==> src/rtl/uart_tx_buf.sv <==
// uart_tx_buf: byte FIFO followed by a UART transmitter. Edge-pixel bytes arrive as
// one-cycle strobes, are buffered, and are sent as 8N1 frames (LSB first) on tx.
//
// Build option: define UART_TX_PARITY_EN to insert an even-parity bit between the
// data bits and the stop bit (8E1, 11 bit periods per frame).
//
// Ports:
//   sys_clk    system clock, rising edge
//   sys_rst_n  asynchronous active-low reset
//   pi_data    byte to transmit
//   pi_flag    one-cycle write strobe for pi_data
//   tx         serial output, idle high, registered
//   tx_busy    high while a frame is on the line, registered
//   fifo_cnt   FIFO occupancy, 0..FIFO_DEPTH
//   overflow   sticky: a byte was dropped because the FIFO was full
module uart_tx_buf #(
  parameter int CLK_FREQ   = 50_000_000,
  parameter int UART_BPS   = 9600,
  parameter int FIFO_DEPTH = 16
) (
  input  logic                        sys_clk,
  input  logic                        sys_rst_n,
  input  logic [7:0]                  pi_data,
  input  logic                        pi_flag,
  output logic                        tx,
  output logic                        tx_busy,
  output logic [$clog2(FIFO_DEPTH):0] fifo_cnt,
  output logic                        overflow
);

  localparam int CW           = $clog2(FIFO_DEPTH) + 1;
  localparam int PW           = $clog2(FIFO_DEPTH);
  localparam int BAUD_CNT_MAX = CLK_FREQ / UART_BPS;
  localparam int BW           = $clog2(BAUD_CNT_MAX + 1);

`ifdef UART_TX_PARITY_EN
  typedef enum logic [2:0] {
    ST_IDLE = 3'd0, ST_START = 3'd1, ST_DATA = 3'd2, ST_PARITY = 3'd3, ST_STOP = 3'd4
  } state_t;

  function automatic logic even_parity(input logic [7:0] d);
    return ^d;
  endfunction
`else
  typedef enum logic [1:0] {
    ST_IDLE = 2'd0, ST_START = 2'd1, ST_DATA = 2'd2, ST_STOP = 2'd3
  } state_t;
`endif

  // FIFO storage and bookkeeping
  logic [7:0]    mem_q [FIFO_DEPTH];
  logic [PW-1:0] wr_ptr_q, wr_ptr_d, rd_ptr_q, rd_ptr_d;
  logic [CW-1:0] cnt_q, cnt_d;
  logic          ovf_q, ovf_d;
  logic          full_s, wr_en_s, pop_s;
  logic [7:0]    head_s;

  // Transmitter state
  state_t        state_q, state_d;
  logic [BW-1:0] baud_q, baud_d;
  logic [2:0]    bit_q, bit_d;
  logic [7:0]    shift_q, shift_d;
  logic          tx_q, tx_d;
  logic          busy_q, busy_d;
  logic          baud_last_s;
`ifdef UART_TX_PARITY_EN
  logic          par_q, par_d;
`endif

  // Fullness is judged on the pre-pop count, so a pop on the same edge cannot make room.
  assign full_s      = (cnt_q == CW'(FIFO_DEPTH));
  assign wr_en_s     = pi_flag & ~full_s;
  assign head_s      = mem_q[rd_ptr_q];
  assign baud_last_s = (baud_q == BW'(BAUD_CNT_MAX - 1));

  // FIFO storage write port (no reset needed on the array)
  always_ff @(posedge sys_clk) begin
    if (wr_en_s) begin
      mem_q[wr_ptr_q] <= pi_data;
    end
  end

  // FIFO pointer, occupancy and overflow next-state
  always_comb begin
    wr_ptr_d = wr_ptr_q;
    rd_ptr_d = rd_ptr_q;
    cnt_d    = cnt_q;
    ovf_d    = ovf_q;
    if (wr_en_s) begin
      wr_ptr_d = wr_ptr_q + PW'(1);
    end else begin
      wr_ptr_d = wr_ptr_q;
    end
    if (pop_s) begin
      rd_ptr_d = rd_ptr_q + PW'(1);
    end else begin
      rd_ptr_d = rd_ptr_q;
    end
    case ({wr_en_s, pop_s})
      2'b10:   cnt_d = cnt_q + CW'(1);
      2'b01:   cnt_d = cnt_q - CW'(1);
      default: cnt_d = cnt_q;
    endcase
    if (pi_flag && full_s) begin
      ovf_d = 1'b1;
    end else begin
      ovf_d = ovf_q;
    end
  end

  // Transmitter next-state; tx_d is the line level for the state being entered
  always_comb begin
    state_d = state_q;
    baud_d  = baud_q;
    bit_d   = bit_q;
    shift_d = shift_q;
    tx_d    = tx_q;
    pop_s   = 1'b0;
`ifdef UART_TX_PARITY_EN
    par_d   = par_q;
`endif
    case (state_q)
      ST_IDLE: begin
        if (cnt_q != CW'(0)) begin
          pop_s   = 1'b1;
          shift_d = head_s;
`ifdef UART_TX_PARITY_EN
          par_d   = even_parity(head_s);
`endif
          state_d = ST_START;
          baud_d  = BW'(0);
          tx_d    = 1'b0;
        end else begin
          tx_d    = 1'b1;
        end
      end
      ST_START: begin
        if (baud_last_s) begin
          state_d = ST_DATA;
          baud_d  = BW'(0);
          bit_d   = 3'd0;
          tx_d    = shift_q[0];
        end else begin
          baud_d  = baud_q + BW'(1);
        end
      end
      ST_DATA: begin
        if (baud_last_s) begin
          baud_d = BW'(0);
          if (bit_q == 3'd7) begin
`ifdef UART_TX_PARITY_EN
            state_d = ST_PARITY;
            tx_d    = par_q;
`else
            state_d = ST_STOP;
            tx_d    = 1'b1;
`endif
          end else begin
            // Shift right so the next bit to send is always at shift_q[0]
            bit_d   = bit_q + 3'd1;
            shift_d = {1'b0, shift_q[7:1]};
            tx_d    = shift_q[1];
          end
        end else begin
          baud_d = baud_q + BW'(1);
        end
      end
`ifdef UART_TX_PARITY_EN
      ST_PARITY: begin
        if (baud_last_s) begin
          state_d = ST_STOP;
          baud_d  = BW'(0);
          tx_d    = 1'b1;
        end else begin
          baud_d  = baud_q + BW'(1);
        end
      end
`endif
      ST_STOP: begin
        if (baud_last_s) begin
          baud_d = BW'(0);
          // Chain straight into the next frame when data is waiting
          if (cnt_q != CW'(0)) begin
            pop_s   = 1'b1;
            shift_d = head_s;
`ifdef UART_TX_PARITY_EN
            par_d   = even_parity(head_s);
`endif
            state_d = ST_START;
            tx_d    = 1'b0;
          end else begin
            state_d = ST_IDLE;
            tx_d    = 1'b1;
          end
        end else begin
          baud_d = baud_q + BW'(1);
        end
      end
      default: begin
        state_d = ST_IDLE;
        baud_d  = BW'(0);
        bit_d   = 3'd0;
        tx_d    = 1'b1;
      end
    endcase
    busy_d = (state_d != ST_IDLE);
  end

  // State registers for FIFO bookkeeping and transmitter
  always_ff @(posedge sys_clk or negedge sys_rst_n) begin
    if (!sys_rst_n) begin
      wr_ptr_q <= PW'(0);
      rd_ptr_q <= PW'(0);
      cnt_q    <= CW'(0);
      ovf_q    <= 1'b0;
      state_q  <= ST_IDLE;
      baud_q   <= BW'(0);
      bit_q    <= 3'd0;
      shift_q  <= 8'h00;
      tx_q     <= 1'b1;
      busy_q   <= 1'b0;
`ifdef UART_TX_PARITY_EN
      par_q    <= 1'b0;
`endif
    end else begin
      wr_ptr_q <= wr_ptr_d;
      rd_ptr_q <= rd_ptr_d;
      cnt_q    <= cnt_d;
      ovf_q    <= ovf_d;
      state_q  <= state_d;
      baud_q   <= baud_d;
      bit_q    <= bit_d;
      shift_q  <= shift_d;
      tx_q     <= tx_d;
      busy_q   <= busy_d;
`ifdef UART_TX_PARITY_EN
      par_q    <= par_d;
`endif
    end
  end

  assign tx       = tx_q;
  assign tx_busy  = busy_q;
  assign fifo_cnt = cnt_q;
  assign overflow = ovf_q;

endmodule

==> config.mk <==
export PLATFORM = sky130hd
export DESIGN_NAME = uart_tx_buf
export DESIGN_NICKNAME = d
export VERILOG_FILES = /design/src/rtl/uart_tx_buf.sv
export SDC_FILE = /design/constraint.sdc
export NUM_CORES = 1
export LEC_CHECK = 0
export BUFFER_PORTS_ARGS = -buffer_cell sky130_fd_sc_hd__buf_2
export CORE_MARGIN = 1
export CORE_UTILIZATION = 25
export CTS_CLUSTER_DIAMETER = 200
export DETAILED_ROUTE_END_ITERATION = 8
export PLACE_DENSITY = 0.43
export SLEW_MARGIN = 20
export SYNTH_ARGS = -nofsm -noshare
export SYNTH_HDL_FRONTEND = slang
export SYNTH_SLANG_ARGS = --single-unit
==> constraint.sdc <==
create_clock -name sys_clk -period 3.2 [get_ports sys_clk]
set_input_delay 0.16 -clock sys_clk [delete_from_list [all_inputs] [get_ports sys_clk]]
set_output_delay 0.16 -clock sys_clk [all_outputs]
set_load 0.01 [all_outputs]
=== Yosys cells after proc, flatten, opt, wreduce, memory -nomap -nowiden ===
Memories as Yosys holds them, arrays and structs flattened.
Index checks and enable logic that the tools add are counted.

* Memories: 1
* ROM bits: 0
* Bits in writable memories: 128
* Register bits: 42
* Latch bits: 0
* Logic and storage cells: 74

* Equality and inequality tests: 13
* Reductions and logical operators: 11
* Order comparisons: 0
* Muxes and demuxes: 31
* Bitwise operators: 2
* Divide/modulo/power cells: 0
* Multipliers: 0
* Shifts and indexed selects: 0
* Add/sub/neg operators: 6

{| class="wikitable"
|+ Memories
! memory !! words !! bits a word !! rd ports !! clocked after memory_dff !! wr ports !! RTL line !! RTL
|-
| mem_q || 16 || 8 || 1 || 0 || 1 || 51 || <nowiki>logic [7:0] mem_q [FIFO_DEPTH];</nowiki>
|}

{| class="wikitable"
|+ Operators with widths
! kind !! number
|-
| 8-bit 2-to-1 mux || 4
|-
| 13-bit 2-to-1 mux || 2
|-
| 13-bit case mux with 2 select lines || 1
|-
| 8-bit case mux with 3 select lines || 1
|-
| 13-bit by 1-bit adder with 13-bit output, second input constant || 1
|-
| 13-bit equality test, second input constant || 1
|-
| 1-bit 2-to-1 mux || 10
|-
| 2-bit 2-to-1 mux || 5
|-
| 2-bit != test, second input constant || 5
|-
| 5-bit case mux with 2 select lines || 1
|-
| 3-bit 2-to-1 mux || 3
|-
| 4-bit by 1-bit adder with 4-bit output, second input constant || 2
|-
| 2-bit case mux with 4 select lines || 1
|-
| 4-bit AND reduction || 2
|-
| 2-bit equality test, second input constant || 3
|-
| 3-bit case mux with 2 select lines || 1
|-
| 2-bit nonzero test || 3
|-
| 5-bit by 1-bit adder with 5-bit output, second input constant || 1
|-
| 5-bit equality test, second input constant || 1
|-
| 5-bit nonzero test || 1
|-
| 5-bit by 1-bit subtractor with 5-bit output, second input constant || 1
|-
| 2-bit by 1-bit equality test with 1-bit output, second input constant || 2
|-
| 1-bit case mux with 4 select lines || 1
|-
| 3-bit by 1-bit adder with 3-bit output, second input constant || 1
|-
| 9 further kinds || 9
|}

=== Logic depth before layout (Yosys ltp) ===
Gate-level depths: netlist of run 1.

* Word-level depth: 6
* Depth in mapped cells: 13
* Gate-level depth less buffers: 12

=== Worst setup path before layout of run 1 ===
No wires, ideal clock.

* Kind: reg-to-reg
* From: register baud_q[0]
* To: register cnt_q[4], in the netlist fifo_cnt[4]
* Arrival time: 2777 ps
* Path buffers: 1
* Stages on the path, launching flop included: 14
* Clock period less this slack: 2907 ps
* Slack: 293 ps
* Data required time: 3070 ps
* Setup time: 130 ps
* Cells stage by stage: dfrtp_1 -> ha_1 -> and4b_1 -> a41oi_1 -> nor3_1 -> ha_1 -> clkbuf_1 -> xor2_1 -> ha_1 -> nor2b_1 -> o21ai_0 -> a31oi_1 -> nor2_1 -> xor2_1

* Cells in the longest elaborated chain, start to end: 5

{| class="wikitable"
|+ Ends and longest elaborated chain
! item !! RTL line !! RTL
|-
| start, declared || 60 || <nowiki>logic [BW-1:0] baud_q, baud_d;</nowiki>
|-
| start signal, assigned || 231 || <nowiki>baud_q <= baud_d;</nowiki>
|-
| 13-bit equality test * || 74 || <nowiki>assign baud_last_s = (baud_q == BW'(BAUD_CNT_MAX - 1));</nowiki>
|-
| 1-bit 2-to-1 mux * || 180 || <nowiki>if (baud_last_s) begin</nowiki>
|-
| 1-bit case mux with 2 select lines * || 122 || <nowiki>case (state_q)</nowiki>
|-
| named net pop_s || 55 || <nowiki>logic full_s, wr_en_s, pop_s;</nowiki>
|-
| 2-bit by 1-bit equality test with 1-bit output / 2-bit equality test (equally long branches) || 99 || <nowiki>case ({wr_en_s, pop_s})</nowiki>
|-
| 5-bit case mux with 2 select lines / 2-bit nonzero test (equally long branches) || - ||
|-
| end signal, assigned || 228 || <nowiki>cnt_q <= cnt_d;</nowiki>
|-
| end, declared || 53 || <nowiki>logic [CW-1:0] cnt_q, cnt_d;</nowiki>
|}

Mark *: on every way through the listed nets, which the timed path passes. The rest lies on a longest branch.
A chain may end at the register's enable or synchronous reset.

=== Final worst setup path of run 1 ===
Ends and elaborated chain as after synthesis.

==> impl_metrics.csv, run 1 <==
group,metric,value,unit
clock_network,cts_buffer_depth,2,
layout,fin_cells,876,
clock_network,cts_tree,"done",
routing,postRouteAntennaNets,0,
timing,rsz0062_at_grt,"no",
worst_setup_path,cp_max_fo,8,
run_status,outcome,"finished clean",
clock_network,cts_setup_buffers,0,
pwr,p_int,4890,uW
clock_network,htreeDepth,4,
global_routing,met1_usage,0.143,
pwr,seqPwrFrac,0.427,
timing,clock-skew-final,0.0129,ns
routing,finalWirelength,15.4,mm
synth,yosys.area.top_type,"edfxtp_1",
timing,finalHoldViolCount,0,
floorplanning,start_util,0.255,
pwr,p_sw_frac,0.312,
pwr,ir_worst_vdd,0.000391,V
placement,port_buffers,18,
floorplanning,die_w,173,um
global_routing,grt_start_max_net_pins,43,
placement,routabilityCongestion,0.783,
global_routing,grt.met3_usage,0.0224,
timing,clock.fmax,347,MHz
synth,synth-seq-cells,170,
synth,syn-cell-area,7330,um^2
timing,finalSetupViolCount,0,
timing,timing.final.max_slew_violations,0,
synth,synth_edf_count,128,
worst_setup_path,ff2ff_path_depth,12,
worst_setup_path,cp-end-kind,"register",
routing,vias_per_cell,4.44,
synth,synth.avg_cell_area,16.6,um^2
worst_setup_path,start_kind,"register",
routing,firstDrtPassIters,4,
timing,holdWs,0.109,ns
global_routing,antenna_found_initial,0,
synth,synth_cells,442,
routing,vias,3890,
routing,wl_per_cell,17.6,um
timing,relSlewSlack,0.359,
timing,tightest_slew,0.958,ns
routing,dr.first_iter.drc_count,207,
flow_run,drv_cap,0,
synth,synth_top_area_frac,0.524,
synth,async_flop_share,0.247,
pwr,finalPower,7110,uW
timing,period_minus_slack,2.88,ns
min_path,hp-class,"input pin to register",
global_routing,busiest_layer,"met2",
worst_setup_path,arrival,3.19,ns
worst_setup_path,path_class,"register to register",
layout,fin_area,8530,um^2
layout,area_growth,16.4,%
pwr,power_frac_comb,0.281,
layout,layout.nets,506,
clock_network,clk_pin_slew,0.07,ns
clock_network,cts_resized,0,
min_path,min_path_cells,1,
floorplanning,dieHeight,173,um
layout,drive_gt1_frac,0.215,
global_routing,grt_pass1_vias,4153,
placement,dp_cells,842,
placement,hpwl,10.3,mm
worst_setup_path,cp.required,3.51,ns
synth,ys_top_cells_by_area,"edfxtp_1 52%, dfrtp_1 14%, mux4_2 8.3%",
clock_network,cts_buffers,17,
synth,synth_cell_types,53,
synth,synth_top_flop_cell,"edfxtp_1",
clock_network,cts_hold_buffers,2,
synth,yosys_warnings,0,
pwr,pwr-share-clk,0.292,
layout,num_antenna_cells,0,
synth,syn_nets,469,
timing,setup-tns-final,0,ns
clock_network,clk_latency,0.43,ns
floorplanning,rows,62,
clock_network,cts_sinks,170,
floorplanning,ios,19,
synth,seq_area_frac_synth,0.668,
global_routing,gr-usage-met2,0.181,
floorplanning,die_area,30000,um^2
routing,remaining_drc_errors,0,
pwr,net-switching-power,2220,uW
global_routing,grt_pass1_wl,24.6,mm
pwr,power.leakage,0.00297,uW
timing,fin_crit_sh,0.901,
global_routing,overflow,0,
placement,dpl_cell_area,7920,um^2
clock_network,cts_root_buffer,"clkbuf_16",
floorplanning,core,28800,um^2
global_routing,grt_use_total,0.110,
pwr,p_per_area,833,nW/um^2
-- worst max-delay path, stage by stage, from the launching register on --
cell,delay (ns)
dfrtp_1,0.40
ha_1,0.23
and4b_1,0.29
a41oi_1,0.14
nor3_1,0.28
ha_1,0.39
xor2_1,0.18
ha_1,0.20
nor2b_1,0.15
o21ai_0,0.10
a31oi_1,0.18
nor2_1,0.06
xor2_1,0.14
-- worst paths after layout --
path | start | to | slack, ns
setup / recovery | baud_q[0] | fifo_cnt[4] | 0.32
hold / removal | pi_data[4] | mem_q[11][4] | 0.11
setup reg to reg | baud_q[0] | fifo_cnt[4] | 0.32
hold reg to reg | baud_q[12] | baud_q[12] | 0.49
max in group asynchronous | sys_rst_n | rd_ptr_q[0] | 2.51
min in group asynchronous | sys_rst_n | baud_q[6] | 0.27
-- flip-flops by register name, indices dropped and copies added (netlist names) --
signal / cells
mem_q: 128
baud_q: 13
shift_q: 8
fifo_cnt: 5
rd_ptr_q: 4
wr_ptr_q: 4
bit_q: 3
state_q: 2
overflow: 1
tx: 1
tx_busy: 1
-- layer usage --
layer,vias up,wire length (um),part of all wire
met5,-,0,0
met2,71,7660,0.50
met1,1999,7120,0.46
met3,12,413,0.027
li1,1808,-,-
met4,0,188,0.012
-- Yosys cell counts, types with 7 or more instances --
library cell,n
nand2_1,22
mux4_1,13
edfxtp_1,128
mux2i_1,9
inv_1,10
clkbuf_1,7
dfrtp_1,41
mux4_2,27
o21ai_0,29
xnor2_1,7
a21oi_1,13
xor2_1,7
ha_1,16
nor2_1,35
-- power by group through the flow --
| stage | combinational (uW) | sequential [uW] | clock [uW] |
|---|---|---|---|
| CTS | 2040 | 3050 | 2130 |
| floorplan | 1580 | 2920 | 0 |
| global placement | 2010 | 3070 | 0 |
| global route | 2200 | 3090 | 2210 |
| finish | 2000 | 3030 | 2080 |
| detailed placement | 2030 | 3090 | 0 |
-- final cells by class --
type	instances	area [um^2]
Fill cell	2839	20200
Sequential cell	170	4900
Multi-Input combinational cell	241	2260
Tap cell	384	480
Clock buffer	18	429
Timing Repair Buffer	39	268
Clock inverter	14	161
Inverter	10	37.5
-- kinds of logic after synthesis --
| family | Yosys count | share of synthesized area |
|---|---|---|
| AO/OA/AOI/OAI | 64 | 0.0524 |
| XOR/XNOR | 14 | 0.0167 |
| multiplexers | 52 | 0.146 |
| adder cells (fa/ha/maj) | 16 | 0.0273 |
| AND/OR/NAND/NOR | 95 | 0.0649 |
| flip-flops | 170 | 0.668 |
| buffers and inverters | 31 | 0.0242 |
-- layout by cell type, fill, tap and decap left out, drive strengths merged, types with 2 or more instances in the layout --
cell type,instances
dlygate4sd3,2
nand3,3
and3,5
mux2i,9
clkbuf,18
bufinv,2
buf,37
xnor2,7
edfxtp,128
o21ai,29
a31o,2
nand4,6
ha,16
nand2b,5
mux4,40
xor2,7
a21oi,13
nor3,6
nor2b,3
nor2,35
inv,17
mux2,3
and2,3
nand2,22
a31oi,5
clkinv,4
dfrtp,41
-- through the flow --
| stage | utilization | worst slack (ns) |
|---|---|---|
| floorplan | - | 0.293 |
| global placement | 0.275 | 0.447 |
| detailed placement | 0.275 | 0.362 |
| CTS | 0.296 | 0.338 |
| global route | 0.297 | 0.158 |
| finish | 0.297 | 0.318 |
No activity file was read; power rests on OpenSTA's default activity.
==> inputs of run 2 (changes only) <==
CORE_UTILIZATION = 60   (was 25)
PLACE_DENSITY = 0.81   (was 0.43)
==> impl_metrics.csv, run 2 (same netlist as run 1, synthesis figures left out) <==
group,metric,value,unit
run_status,outcome,"finished clean",
global_routing,overflow,0,
pwr,power_frac_comb,0.281,
pwr,net-switching-power,2170,uW
floorplanning,ios,19,
clock_network,cts_buffer_depth,2,
floorplanning,dieHeight,113,um
worst_setup_path,cp.buffers_inverters,0,
floorplanning,die_area,12700,um^2
timing,worst_slack,0.261,ns
timing,rsz0062_at_grt,"no",
pwr,pwr-share-clk,0.275,
pwr,p_sw_frac,0.315,
timing,relSlewSlack,0.318,
pwr,power.leakage,0.00296,uW
global_routing,grt_pass1_wl,22.3,mm
timing,tightest_slew,1.02,ns
routing,postRouteAntennaNets,0,
global_routing,grt_start_max_net_pins,43,
layout,largest_register,"mem_q",
layout,final_cell_mix,"128 x edfxtp_1, 40 x dfrtp_1, 35 x nor2_1",
timing,finalHoldViolCount,0,
routing,firstDrtPassIters,5,
placement,port_buffers,18,
timing,fin_crit_sh,0.918,
worst_setup_path,path_class,"register to register",
worst_setup_path,cp_max_fo,8,
layout,layout_commonest_cell,"edfxtp_1",
floorplanning,die_w,113,um
clock_network,cts_sinks,170,
min_path,hp-class,"input pin to register",
pwr,p_int,4710,uW
placement,routabilityCongestion,0.859,
clock_network,clk_pin_slew,0.07,ns
routing,remaining_drc_errors,0,
global_routing,grt_pass1_vias,4051,
timing,setup-tns-final,0,ns
worst_setup_path,cp.required,3.52,ns
clock_network,cts_buffers,17,
layout,largest_reg_flops,128,
timing,holdWs,0.104,ns
timing,period_minus_slack,2.94,ns
worst_setup_path,start_kind,"register",
worst_setup_path,crit_top_cell,"ha_1",
worst_setup_path,cp_slowest_stage_delay,0.40,ns
timing,clock-skew-final,0.00617,ns
worst_setup_path,critPathSlowestCell,"ha_1",
timing,timing.final.max_slew_violations,0,
clock_network,cts_root_buffer,"clkbuf_16",
routing,dr.first_iter.drc_count,367,
timing,finalSetupViolCount,0,
layout,drive_gt1_frac,0.217,
placement,hpwl,9.07,mm
clock_network,cts_hold_buffers,2,
timing,clock.fmax,340,MHz
layout,layout.nets,508,
pwr,p_per_area,839,nW/um^2
floorplanning,start_util,0.613,
clock_network,cts_setup_buffers,0,
layout,final_util,0.686,
placement,place_ws,0.327,ns
routing,vias_per_cell,6.36,
pwr,seqPwrFrac,0.444,
routing,wl_per_cell,22.1,um
worst_setup_path,arrival,3.25,ns
floorplanning,core,12000,um^2
clock_network,cts_resized,0,
worst_setup_path,critPathTopFamily,"adder cells",
global_routing,antenna_found_initial,1,
clock_network,htreeDepth,4,
routing,vias,4082,
layout,top_regs,"mem_q (128), baud_q (13), shift_q (8)",
floorplanning,rows,40,
layout,area_growth,11.9,%
routing,finalWirelength,14.2,mm
flow_run,drv_cap,0,
clock_network,cts_tree,"done",
clock_network,clk_latency,0.43,ns
worst_setup_path,crit_chain,"ha_1 -> and4b_1 -> a41oi_1 -> nor3_1 -> ha_1 -> xor2_1 -> ha_1 -> nor2b_1 -> o21ai_0 -> a31oi_1 -> nor2_1 -> xor2_1",
pwr,finalPower,6880,uW
pwr,ir_worst_vdd,0.000570,V
global_routing,grt_use_total,0.248,
worst_setup_path,cp-end-kind,"register",
## run 2: changes by cell type in the layout (fill, tap and decap cells not counted)
cell / change
nor2_1: +2
diode_2: +1
clkinv_2: +2
clkinvlp_4: +1
buf_4: +1
nor2_2: -2
clkinv_1: -1
buf_2: +1
bufinv_16: -2
## run 2: area by class of cell
cell class,instances,area (um^2)
clock inverters,14,115
diodes,1,2.50
flip-flops and latches,170,4900
fillers,744,3760
clock buffers,18,429
multi-input cells,241,2260
well taps,147,184
repair buffers,41,280
inverters,10,37.5
## run 2: final timing paths
path	start	endpoint	slack, ns	cells past startpoint
min in group asynchronous	sys_rst_n	baud_q[8]	0.40	2
max	baud_q[0]	fifo_cnt[4]	0.26	12
min	pi_data[2]	mem_q[13][2]	0.10	1
min reg2reg	overflow	overflow	0.51	1
max reg2reg	baud_q[0]	fifo_cnt[4]	0.26	12
max in group asynchronous	sys_rst_n	rd_ptr_q[0]	2.17	2
## run 2: routing by layer
| metal | vias up | part of all wire | track usage |
|---|---|---|---|
| met2 | 169 | 0.53 | 0.418 |
| met1 | 2068 | 0.40 | 0.305 |
| li1 | 1811 | - | - |
| met4 | 0 | 0.024 | 0.119 |
| met3 | 34 | 0.053 | 0.0594 |
| met5 | - | 0 | 0 |
## run 2: metrics by stage
stage                     instances  area [um^2]
after floorplan                 442         7330
after global placement          607         7630
after detailed placement        607         7630
after CTS                       641         8200
after global routing            641         8200
final                           642         8200
## run 2: power by group through the flow
stage	registers, uW	logic [uW]	clock network [uW]
2_1_floorplan	2920	1580	0
3_3_place_gp	3060	1840	0
3_5_place_dp	3100	1920	0
4_1_cts	3060	1940	1920
5_1_grt	3110	2100	1990
6_report	3060	1930	1890
==> inputs of run 3 (changes only) <==
ABC_AREA = 1   (was default)
==> impl_metrics.csv, run 3 <==
group,metric,value,unit
worst_setup_path,cp.required,3.52,ns
synth,synth_edf_count,128,
clock_network,cts_root_buffer,"clkbuf_16",
placement,port_buffers,18,
synth,seq_area_frac_synth,0.635,
timing,finalSetupViolCount,0,
pwr,p_int,3850,uW
worst_setup_path,path_class,"register to register",
clock_network,cts_resized,0,
pwr,finalPower,5180,uW
routing,dr.first_iter.drc_count,499,
floorplanning,start_util,0.613,
pwr,pwr-share-clk,0.372,
routing,wl_per_cell,17.2,um
layout,layout.nets,783,
timing,tightest_slew,0.958,ns
floorplanning,core,12600,um^2
global_routing,grt_pass1_wl,25.6,mm
synth,synth.avg_cell_area,10.4,um^2
placement,dp_cells,907,
worst_setup_path,critPathTopFamily,"simple AND/OR/NAND/NOR gates",
floorplanning,ios,19,
timing,finalHoldViolCount,0,
timing,clock-skew-final,0.00692,ns
layout,largest_register,"mem_q",
timing,timing.final.max_slew_violations,0,
synth,ys_top_cells_by_area,"edfxtp_1 50%, dfrtp_1 13%, nand2_1 7.0%",
clock_network,htreeDepth,4,
layout,num_antenna_cells,0,
placement,place_ws,0.466,ns
synth,synth_common_cells,"144 x nand2_1, 128 x edfxtp_1, 122 x nor2_1, 61 x nand3_1, 61 x o21ai_0",
global_routing,busiest_layer,"met2",
worst_setup_path,cp.buffers_inverters,2,
routing,vias_per_cell,5.72,
synth,syn_nets,768,
global_routing,grt_pass1_vias,5269,
pwr,power.leakage,0.00345,uW
layout,fin_cells,941,
synth,synth_cells,741,
global_routing,antenna_found_initial,0,
layout,layout_commonest_cell,"nand2_1",
pwr,net-switching-power,1340,uW
synth,yosys_warnings,0,
synth,synth_top_flop_cell,"edfxtp_1",
floorplanning,die_area,13300,um^2
global_routing,met1_usage,0.310,
global_routing,gr-usage-met2,0.461,
synth,synth_cell_types,41,
worst_setup_path,crit_chain,"ha_1 -> nand2_2 -> inv_1 -> nand2_1 -> nor2_2 -> nand3_2 -> a21oi_4 -> ha_1 -> xor2_1 -> ha_1 -> inv_1 -> nand2_1 -> and3_1 -> nor2_1 -> nand2_1 -> nand2_1 -> nand2_1 -> nand2_1",
layout,ff_latch_area,4900,um^2
floorplanning,rows,41,
worst_setup_path,critPathSlowestCell,"dfrtp_1",
layout,area_growth,9.73,%
global_routing,overflow,0,
layout,final_cell_mix,"144 x nand2_1, 128 x edfxtp_1, 122 x nor2_1",
timing,fin_crit_sh,0.872,
min_path,hp-class,"input pin to register",
worst_setup_path,start_kind,"register",
clock_network,clk_pin_slew,0.06,ns
clock_network,clk_latency,0.43,ns
routing,finalWirelength,16.2,mm
global_routing,grt_use_total,0.265,
synth,synth_top_area_frac,0.499,
worst_setup_path,cp_max_fo,9,
routing,remaining_drc_errors,0,
placement,routabilityCongestion,0.900,
floorplanning,die_w,115,um
timing,period_minus_slack,2.79,ns
run_status,outcome,"finished clean",
worst_setup_path,arrival,3.11,ns
timing,relSlewSlack,0.362,
synth,syn-cell-area,7710,um^2
flow_run,drv_cap,0,
routing,postRouteAntennaNets,0,
layout,drive_gt1_frac,0.101,
timing,rsz0062_at_grt,"no",
synth,synth-seq-cells,170,
clock_network,cts_sinks,170,
worst_setup_path,crit_top_cell,"nand2_1",
layout,top_regs,"mem_q (128), baud_q (13), shift_q (8)",
pwr,ir_worst_vdd,0.000515,V
clock_network,cts_tree,"done",
worst_setup_path,cp-end-kind,"register",
global_routing,grt.met3_usage,0.0706,
timing,worst_slack,0.411,ns
pwr,power_frac_comb,0.105,
routing,firstDrtPassIters,5,
synth,async_flop_share,0.247,
clock_network,cts_buffer_depth,2,
pwr,seqPwrFrac,0.523,
routing,vias,5387,
floorplanning,dieHeight,115,um
pwr,p_per_area,613,nW/um^2
layout,largest_reg_flops,128,
pwr,p_sw_frac,0.258,
synth,synth_most_common_cell,"nand2_1",
placement,hpwl,10.3,mm
worst_setup_path,cp_slowest_stage_delay,0.39,ns
timing,setup-tns-final,0,ns
layout,fillers,910,
global_routing,grt_start_max_net_pins,80,
synth,yosys.area.top_type,"edfxtp_1",
timing,clock.fmax,359,MHz
clock_network,cts_buffers,17,
layout,multi_input_area,2420,um^2
==> run 3: path summary, 6_finish.rpt <==
path | start | endpoint | slack, ns | cells past startpoint
max | baud_q[0] | fifo_cnt[4] | 0.41 | 18
min in group asynchronous | sys_rst_n | baud_q[8] | 0.44 | 2
min | pi_data[7] | mem_q[15][7] | 0.12 | 1
max reg2reg | baud_q[0] | fifo_cnt[4] | 0.41 | 18
max in group asynchronous | sys_rst_n | rd_ptr_q[0] | 2.12 | 2
min reg2reg | shift_q[2] | shift_q[2] | 0.48 | 2
==> run 3: area by class of cell <==
| type | instances | share of cell area |
|---|---|---|
| tap | 172 | 0.0255 |
| inverter | 59 | 0.0262 |
| sequential | 170 | 0.579 |
| clock buffer | 19 | 0.0512 |
| clock inverter | 13 | 0.0139 |
| multi-input combinational | 483 | 0.287 |
| timing repair buffer | 25 | 0.0175 |
==> run 3: worst register-to-register path, cell delays in order, from the launching register on <==
cell	delay (ns)
dfrtp_1	0.39
ha_1	0.20
nand2_2	0.09
inv_1	0.08
nand2_1	0.06
nor2_2	0.14
nand3_2	0.11
a21oi_4	0.31
ha_1	0.34
xor2_1	0.23
ha_1	0.17
inv_1	0.04
nand2_1	0.08
and3_1	0.18
nor2_1	0.05
nand2_1	0.06
nand2_1	0.05
nand2_1	0.05
nand2_1	0.05
==> run 3: metrics by stage <==
step	hold WS, ns	util	instance area (um^2)
after floorplan	-0.136	-	7710
final	0.123	0.673	8460
after global routing	0.105	0.673	8460
after global placement	0.353	0.627	7890
after CTS	0.101	0.673	8460
after detailed placement	0.359	0.627	7890
==> run 3: timing repair <==
item / CTS / global route
hold buffers: 2 / 0
endpoints found under the hold margin: 42 / 0
buffers inserted: 0 / 0
==> run 3: cell families after synthesis <==
| group | share of synthesized area |
|---|---|
| adder cells (fa/ha/maj) | 0.0260 |
| AO/OA/AOI/OAI | 0.0744 |
| flip-flops | 0.635 |
| XOR/XNOR | 0.0159 |
| buffers and inverters | 0.0502 |
| AND/OR/NAND/NOR | 0.197 |
| multiplexers | 0.00130 |
==> run 3: routing by layer <==
metal	vias to the layer above	part of all wire	wire length, um
met4	0	0.025	400
met5	-	0	0
met3	30	0.069	1120
met2	230	0.51	8320
li1	2536	-	-
met1	2591	0.39	6360
==> run 3: power groups by stage <==
stage / Combinational, uW / Clock (uW) / Sequential (uW)
CTS: 547 / 1940 / 2710
finish: 545 / 1930 / 2710
detailed placement: 542 / 0 / 2750
global route: 615 / 2040 / 2730
global placement: 517 / 0 / 2740
floorplan: 339 / 0 / 2750
